**src/rtl/fp32_to_fp16_packer_if.sv**
```systemverilog
// Stream bus for fp32_to_fp16_packer: fp32 element input side and packed fp16 word output side.
interface fp32_to_fp16_packer_if #(parameter int LANES = 4);
    logic                  in_valid;
    logic                  in_ready;
    logic [31:0]           in_fp32;
    logic                  in_last;
    logic                  out_valid;
    logic                  out_ready;
    logic [16*LANES-1:0]   out_data;
    logic [LANES-1:0]      out_mask;
    logic                  out_last;

    modport master (
        output in_valid, in_fp32, in_last, out_ready,
        input  in_ready, out_valid, out_data, out_mask, out_last
    );

    modport slave (
        input  in_valid, in_fp32, in_last, out_ready,
        output in_ready, out_valid, out_data, out_mask, out_last
    );
endinterface

```
**src/rtl/fp32_to_fp16_packer.sv**
```systemverilog
// Rounds fp32 elements to fp16 (RNE) and packs LANES of them per output word.
// Define FP16_SUBNORMAL_EN to produce fp16 subnormals; otherwise tiny results flush to signed zero.
module fp32_to_fp16_packer #(
    parameter int LANES = 4
) (
    input logic                   clk,
    input logic                   rst,
    fp32_to_fp16_packer_if.slave  bus
);
    localparam int CW = (LANES > 1) ? $clog2(LANES) : 1;

    typedef struct packed {
        logic        last;
        logic [15:0] data;
    } elem_t;

    function automatic logic [15:0] to_fp16(input logic [31:0] x);
        logic        s;
        logic [7:0]  ex;
        logic [22:0] fr;
        logic        rnd;
        logic [14:0] mag;
`ifdef FP16_SUBNORMAL_EN
        logic [4:0]  sh;
        logic [47:0] ext;
        logic [10:0] q;
`endif
        s   = x[31];
        ex  = x[30:23];
        fr  = x[22:0];
        mag = '0;
        rnd = 1'b0;
        if (ex == 8'hFF)
            mag = (fr != '0) ? 15'h7E00 : 15'h7C00;
        else if (ex >= 8'd143)
            mag = 15'h7C00;
        else if (ex >= 8'd113) begin
            // Exponent field sits above the mantissa, so a rounding carry bumps it (up to Inf).
            rnd = fr[12] & ((|fr[11:0]) | fr[13]);
            mag = {5'(ex - 8'd112), fr[22:13]} + 15'(rnd);
        end
`ifdef FP16_SUBNORMAL_EN
        else if (ex >= 8'd101) begin
            // Units of 2^-24: significand shifted right by 126-exp (14..25).
            sh  = 5'(8'd126 - ex);
            ext = {1'b1, fr, 24'd0} >> sh;
            q   = 11'(ext[47:24]);
            rnd = ext[23] & ((|ext[22:0]) | q[0]);
            mag = {4'd0, q + 11'(rnd)};
        end
`endif
        return {s, mag};
    endfunction

    elem_t                   s1;
    logic                    s1_valid;
    logic [LANES-1:0][15:0]  asm_q;
    logic [LANES-1:0][15:0]  word;
    logic [LANES-1:0]        mask;
    logic [CW-1:0]           cnt;
    logic                    completes;
    logic                    out_free;
    logic                    s1_adv;
    logic                    accept;

    assign completes    = s1.last || (cnt == CW'(LANES - 1));
    assign out_free     = !bus.out_valid || bus.out_ready;
    assign s1_adv       = s1_valid && (!completes || out_free);
    assign bus.in_ready = !s1_valid || s1_adv;
    assign accept       = bus.in_valid && bus.in_ready;

    always_comb begin
        word = '0;
        mask = '0;
        for (int k = 0; k < LANES; k++) begin
            word[k] = (cnt == CW'(k)) ? s1.data : asm_q[k];
            mask[k] = (k <= int'(cnt));
        end
    end

    always_ff @(posedge clk) begin
        if (rst) begin
            s1_valid      <= 1'b0;
            s1            <= '0;
            cnt           <= '0;
            asm_q         <= '0;
            bus.out_valid <= 1'b0;
            bus.out_data  <= '0;
            bus.out_mask  <= '0;
            bus.out_last  <= 1'b0;
        end else begin
            if (accept) begin
                s1_valid <= 1'b1;
                s1       <= {bus.in_last, to_fp16(bus.in_fp32)};
            end else if (s1_adv) begin
                s1_valid <= 1'b0;
            end

            if (s1_adv) begin
                if (completes) begin
                    asm_q <= '0;
                    cnt   <= '0;
                end else begin
                    asm_q[cnt] <= s1.data;
                    cnt        <= cnt + CW'(1);
                end
            end

            // Load and drain may coincide, keeping the output stream bubble-free.
            if (s1_adv && completes) begin
                bus.out_valid <= 1'b1;
                bus.out_data  <= word;
                bus.out_mask  <= mask;
                bus.out_last  <= s1.last;
            end else if (bus.out_ready) begin
                bus.out_valid <= 1'b0;
            end
        end
    end
endmodule

```
**src/flat_wrapper.sv**
```systemverilog
// flat-port wrapper written by rule: the top's interface ports become plain ports
module fp32_to_fp16_packer_flat 
#(
    parameter int LANES = 4
)
  (clk, rst, bus_in_valid, bus_in_fp32, bus_in_last, bus_out_ready, bus_in_ready, bus_out_valid, bus_out_data, bus_out_mask, bus_out_last);
  fp32_to_fp16_packer_if #(.LANES(LANES)) bus_i ();
  input logic clk;
  input logic rst;
  input wire logic [$bits(bus_i.in_valid)-1:0] bus_in_valid;
  input wire logic [$bits(bus_i.in_fp32)-1:0] bus_in_fp32;
  input wire logic [$bits(bus_i.in_last)-1:0] bus_in_last;
  input wire logic [$bits(bus_i.out_ready)-1:0] bus_out_ready;
  output wire logic [$bits(bus_i.in_ready)-1:0] bus_in_ready;
  output wire logic [$bits(bus_i.out_valid)-1:0] bus_out_valid;
  output wire logic [$bits(bus_i.out_data)-1:0] bus_out_data;
  output wire logic [$bits(bus_i.out_mask)-1:0] bus_out_mask;
  output wire logic [$bits(bus_i.out_last)-1:0] bus_out_last;
  assign bus_i.in_valid = bus_in_valid;
  assign bus_i.in_fp32 = bus_in_fp32;
  assign bus_i.in_last = bus_in_last;
  assign bus_i.out_ready = bus_out_ready;
  assign bus_in_ready = bus_i.in_ready;
  assign bus_out_valid = bus_i.out_valid;
  assign bus_out_data = bus_i.out_data;
  assign bus_out_mask = bus_i.out_mask;
  assign bus_out_last = bus_i.out_last;
  fp32_to_fp16_packer #(.LANES(LANES)) u_core (.clk(clk), .rst(rst), .bus(bus_i));
endmodule
```
**config.mk**
```make
export PLATFORM = sky130hd
export DESIGN_NAME = fp32_to_fp16_packer_flat
export DESIGN_NICKNAME = d
export VERILOG_FILES = /design/src/rtl/fp32_to_fp16_packer_if.sv /design/src/rtl/fp32_to_fp16_packer.sv /design/src/flat_wrapper.sv
export SDC_FILE = /design/constraint.sdc
export NUM_CORES = 1
export LEC_CHECK = 0
export BUFFER_PORTS_ARGS = -buffer_cell sky130_fd_sc_hd__buf_4
export CORE_MARGIN = 5
export CORE_UTILIZATION = 45
export CTS_CLUSTER_DIAMETER = 60
export DETAILED_ROUTE_END_ITERATION = 10
export PLACE_DENSITY = 0.69
export SYNTH_ARGS = -nofsm -noshare
export SYNTH_HDL_FRONTEND = slang
export SYNTH_SLANG_ARGS = --single-unit
export TNS_END_PERCENT = 5
```
**constraint.sdc**
```tcl
create_clock -name clk -period 1.75 [get_ports clk]
set_clock_uncertainty 0.05 [all_clocks]
set_input_delay 0.35 -clock clk [delete_from_list [all_inputs] [get_ports clk]]
set_output_delay 0.35 -clock clk [all_outputs]
set_load 0.03 [all_outputs]
```
==> run summary <==
The run finished, with violations left. The checks that failed: negative setup slack. The number of warnings reported in the yosys synthesis log came out at 0. The number of detailed-route iterations in the first pass came out at 5. The final estimated routing congestion in global placement came out at 0.831.

The number of global-route vias before repair came to 5,201. Buffers inserted during clock tree synthesis total 17. Averaged over all synthesized cells, the footprint is about 9.6 um^2. The worst slew slack as a fraction of its limit came out at 0.632. The height of the chip came out at about 130 um. Summing internal, switching and leakage power gives slightly below 8 mW.

The first global-routing pass estimated approximately 26 mm of wire. The final wirelength is 16.5 mm. The post-synthesis instance area is 0.00652 mm^2. The number of fillers in the final layout came out at approximately 1,200.

The violation count after the first detailed-routing iteration is about 360. Setup repair after global routing could not meet its margin everywhere. Across the run, the number of max-cap violations was 0. VDD sags by at most 788 uV. The critical path in this run is classified as reg -> reg. The final period demand of the worst path came out at 1.81 ns. The flip-flop and latch count after synthesis is ~150. STA classifies the critical path startpoint as a register.

The sort of element at the end of the critical path is a register. The tree is rooted in a clkbuf_16. The static leakage power came out at about 3.2 nW.

The clock net sink count is 154. Counting flops with an async set or reset pin after synthesis yields a share of 0. For the pin with the worst max-slew slack, the measured transition is 0.552 ns. Leaving out fill and tap cells, the most frequent cells in the layout are dfxtp_1 (151), buf_4 (147), nor2_1 (124). Timing would allow up to around 550 MHz.

The worst hold margin came out at roughly 0.13 ns. The initial core utilization came out at 0.454. After detailed routing, the number of vias per cell comes to about 5.5. The number of nets in the final layout is approximately 840.

Counting every instance in the synthesized netlist gives approximately 700. The detailed-route via count came out at between 5,000 and 6,000. The number of diodes came out at 0. The residual DRC count is 0. Yosys attributes the largest share of cell area to dfxtp_1 (47%), mux2i_1 (10%), a211oi_1 (7.6%). The maximum net fanout on the critical path is 11. The number of synthesized flops with an enable pin is 0. The area of the core came out at approximately 0.014 mm^2.

The clock-pin slew on the worst setup and hold paths is roughly 0.06 ns. The library cell with the largest summed area after synthesis is dfxtp_1. The largest net degree at the start of global routing is between 60 and 70. TritonCTS built the clock tree. The post-route clock period utilization is 1.04. The number of I/O pins came out at about 110. The library cell used most frequently in the layout, excluding fill and tap cells, is dfxtp_1. The area added between synthesis and finish is 28.3%. The detailed placement HPWL came out at ~12 mm.

The share of the synthesized area in the top cell type is 0.473. The die outline width came out at 130 um. The deepest clock path buffer count is 2. The data required time of the critical path is around 2 ns. The number of endpoints failing setup at the final stage is 23. The count of cell types in the netlist is 46. The number of slew-limit violations in the final report was 0. The arrival time at the worst endpoint is 2.11 ns. Global routing finished with a remaining overflow of 0. The share of post-route cells with drive strength above 1 is 0.290. The most used flip-flop cell after synthesis is dfxtp_1. The share of the yosys chip area belonging to registers is 0.473. The wire length per cell is around 17 um. The number of H-tree levels came out at 4. In the global route stage, overall resource usage came out at 0.196.

Adding up every negative setup slack in the final design gives -0.678 ns. The die covers between 0.015 and 0.02 mm^2. The min-delay analysis places its worst path in the category in -> reg. The synthesized netlist net count is 725. The number of antenna violations at the first check in global routing came to 0. The row count is 44. The number of port buffers came out at roughly 110. OpenSTA, run right after detailed placement, puts the worst setup slack at -0.192 ns. Power spread over the standard cell area amounts to 949 mW/mm^2. Once detail routing completed, the nets flagged for antenna violations numbered 0. The setup slack on the worst flop-to-flop path is -0.06 ns.

The insertion delay to the later sink of the worst-skew pair is approximately 0.42 ns. The final hold violation count was 0. In the post-route analysis, the smallest setup slack over all paths is -0.0639 ns.
[worst paths after layout]
| kind | cells after the start | startpoint | end |
|---|---|---|---|
| hold / removal | 3 | bus_in_valid | u_core.s1_valid$_SDFFE_PP0P_ |
| hold reg to reg | 1 | u_core.asm_q[54]$_SDFFE_PP0P_ | u_core.asm_q[54]$_SDFFE_PP0P_ |
| setup / recovery | 7 | u_core.cnt[1]$_SDFFE_PP0P_ | u_core.asm_q[45]$_SDFFE_PP0P_ |
| setup reg to reg | 7 | u_core.cnt[1]$_SDFFE_PP0P_ | u_core.asm_q[45]$_SDFFE_PP0P_ |
[registers in the layout, indices dropped and copies added (netlist names)]
signal / flops
u_core.s1: 17
u_core.bus.out_data: 64
u_core.bus.out_valid: 1
u_core.asm_q: 64
u_core.bus.out_last: 1
u_core.s1_valid: 1
u_core.bus.out_mask: 4
u_core.cnt: 2
[critical path: stages, from the launching register on]
cell and delay, ns:
dfxtp_4 0.36, buf_4 0.14, ha_1 0.18, or4b_1 0.51
o211ai_2 0.14, buf_12 0.18, a22oi_2 0.05, nor2_1 0.12
[cell families (layout without fill, tap and decap cells)]
logic type	count (synthesis)	count (layout)	share of synthesized area
adder cells (fa/ha/maj)	6	6	0.0115
multiplexers	65	65	0.0998
XOR/XNOR	11	11	0.0148
buffers and inverters	74	194	0.0593
AO/OA/AOI/OAI	157	158	0.191
AND/OR/NAND/NOR	215	215	0.150
flip-flops	154	154	0.473
[cells in the mapped netlist, types with 2 or more instances]
cell type / count
a211oi_1: 66
a21oi_1: 16
a22oi_1: 28
a22oi_2: 20
a311oi_1: 2
and2_1: 17
and3_1: 4
buf_1: 6
buf_2: 33
buf_4: 7
buf_6: 4
clkbuf_1: 16
dfxtp_1: 154
ha_1: 6
inv_1: 7
mux2i_1: 65
nand2_1: 20
nand3_1: 13
nand3b_1: 4
nand4_1: 3
nor2_1: 125
nor3_1: 9
nor4_1: 9
o211ai_1: 4
o211ai_2: 3
o21a_1: 3
o21ai_1: 4
o22ai_1: 5
or3_1: 2
or4b_1: 2
xnor2_1: 9
xor2_1: 2
[where the power goes]
part / internal [mW] / total (mW) / leakage [nW] / switching, mW
Sequential: 3.58 / 3.66 / 1.25 / 0.0809
Clock: 2.13 / 3.46 / 0.273 / 1.33
Combinational: 0.346 / 0.809 / 1.63 / 0.463
Total: 6.06 / 7.93 / 3.15 / 1.87
[layout make-up]
class	count	area [um^2]	area share
timing repair buffer	158	1310	0.157
multi-input combinational	455	3150	0.376
tap	184	230	0.0275
clock inverter	9	100	0.0120
sequential	154	3090	0.370
clock buffer	20	457	0.0546
inverter	7	26.3	0.00314
[routing by layer]
layer	GRT usage	vias up	share of wire
li1	-	2670	-
met1	0.237	2579	0.42
met2	0.334	139	0.50
met3	0.0467	31	0.053
met4	0.0817	0	0.021
met5	0	-	0
[per-stage QoR]
stage                     instance area (um^2)  utilization  std cells
after CTS                                 8280        0.576        983
after global routing                      8360        0.582        987
final                                     8360        0.582        987
after floorplan                           6540            -        682
after global placement                    7630        0.531        951
after detailed placement                  7630        0.531        951
[what timing repair did]
item                                   in CTS  in global routing
endpoints found under the hold margin       0                  0
pin swaps                                   5                  2
gates resized for setup                    10                 10
hold buffers                                0                  0
gates cloned                                1                  1
setup endpoints to repair                  77                 54
buffers inserted                            2                  3
Power figures use the tool's default switching activity.
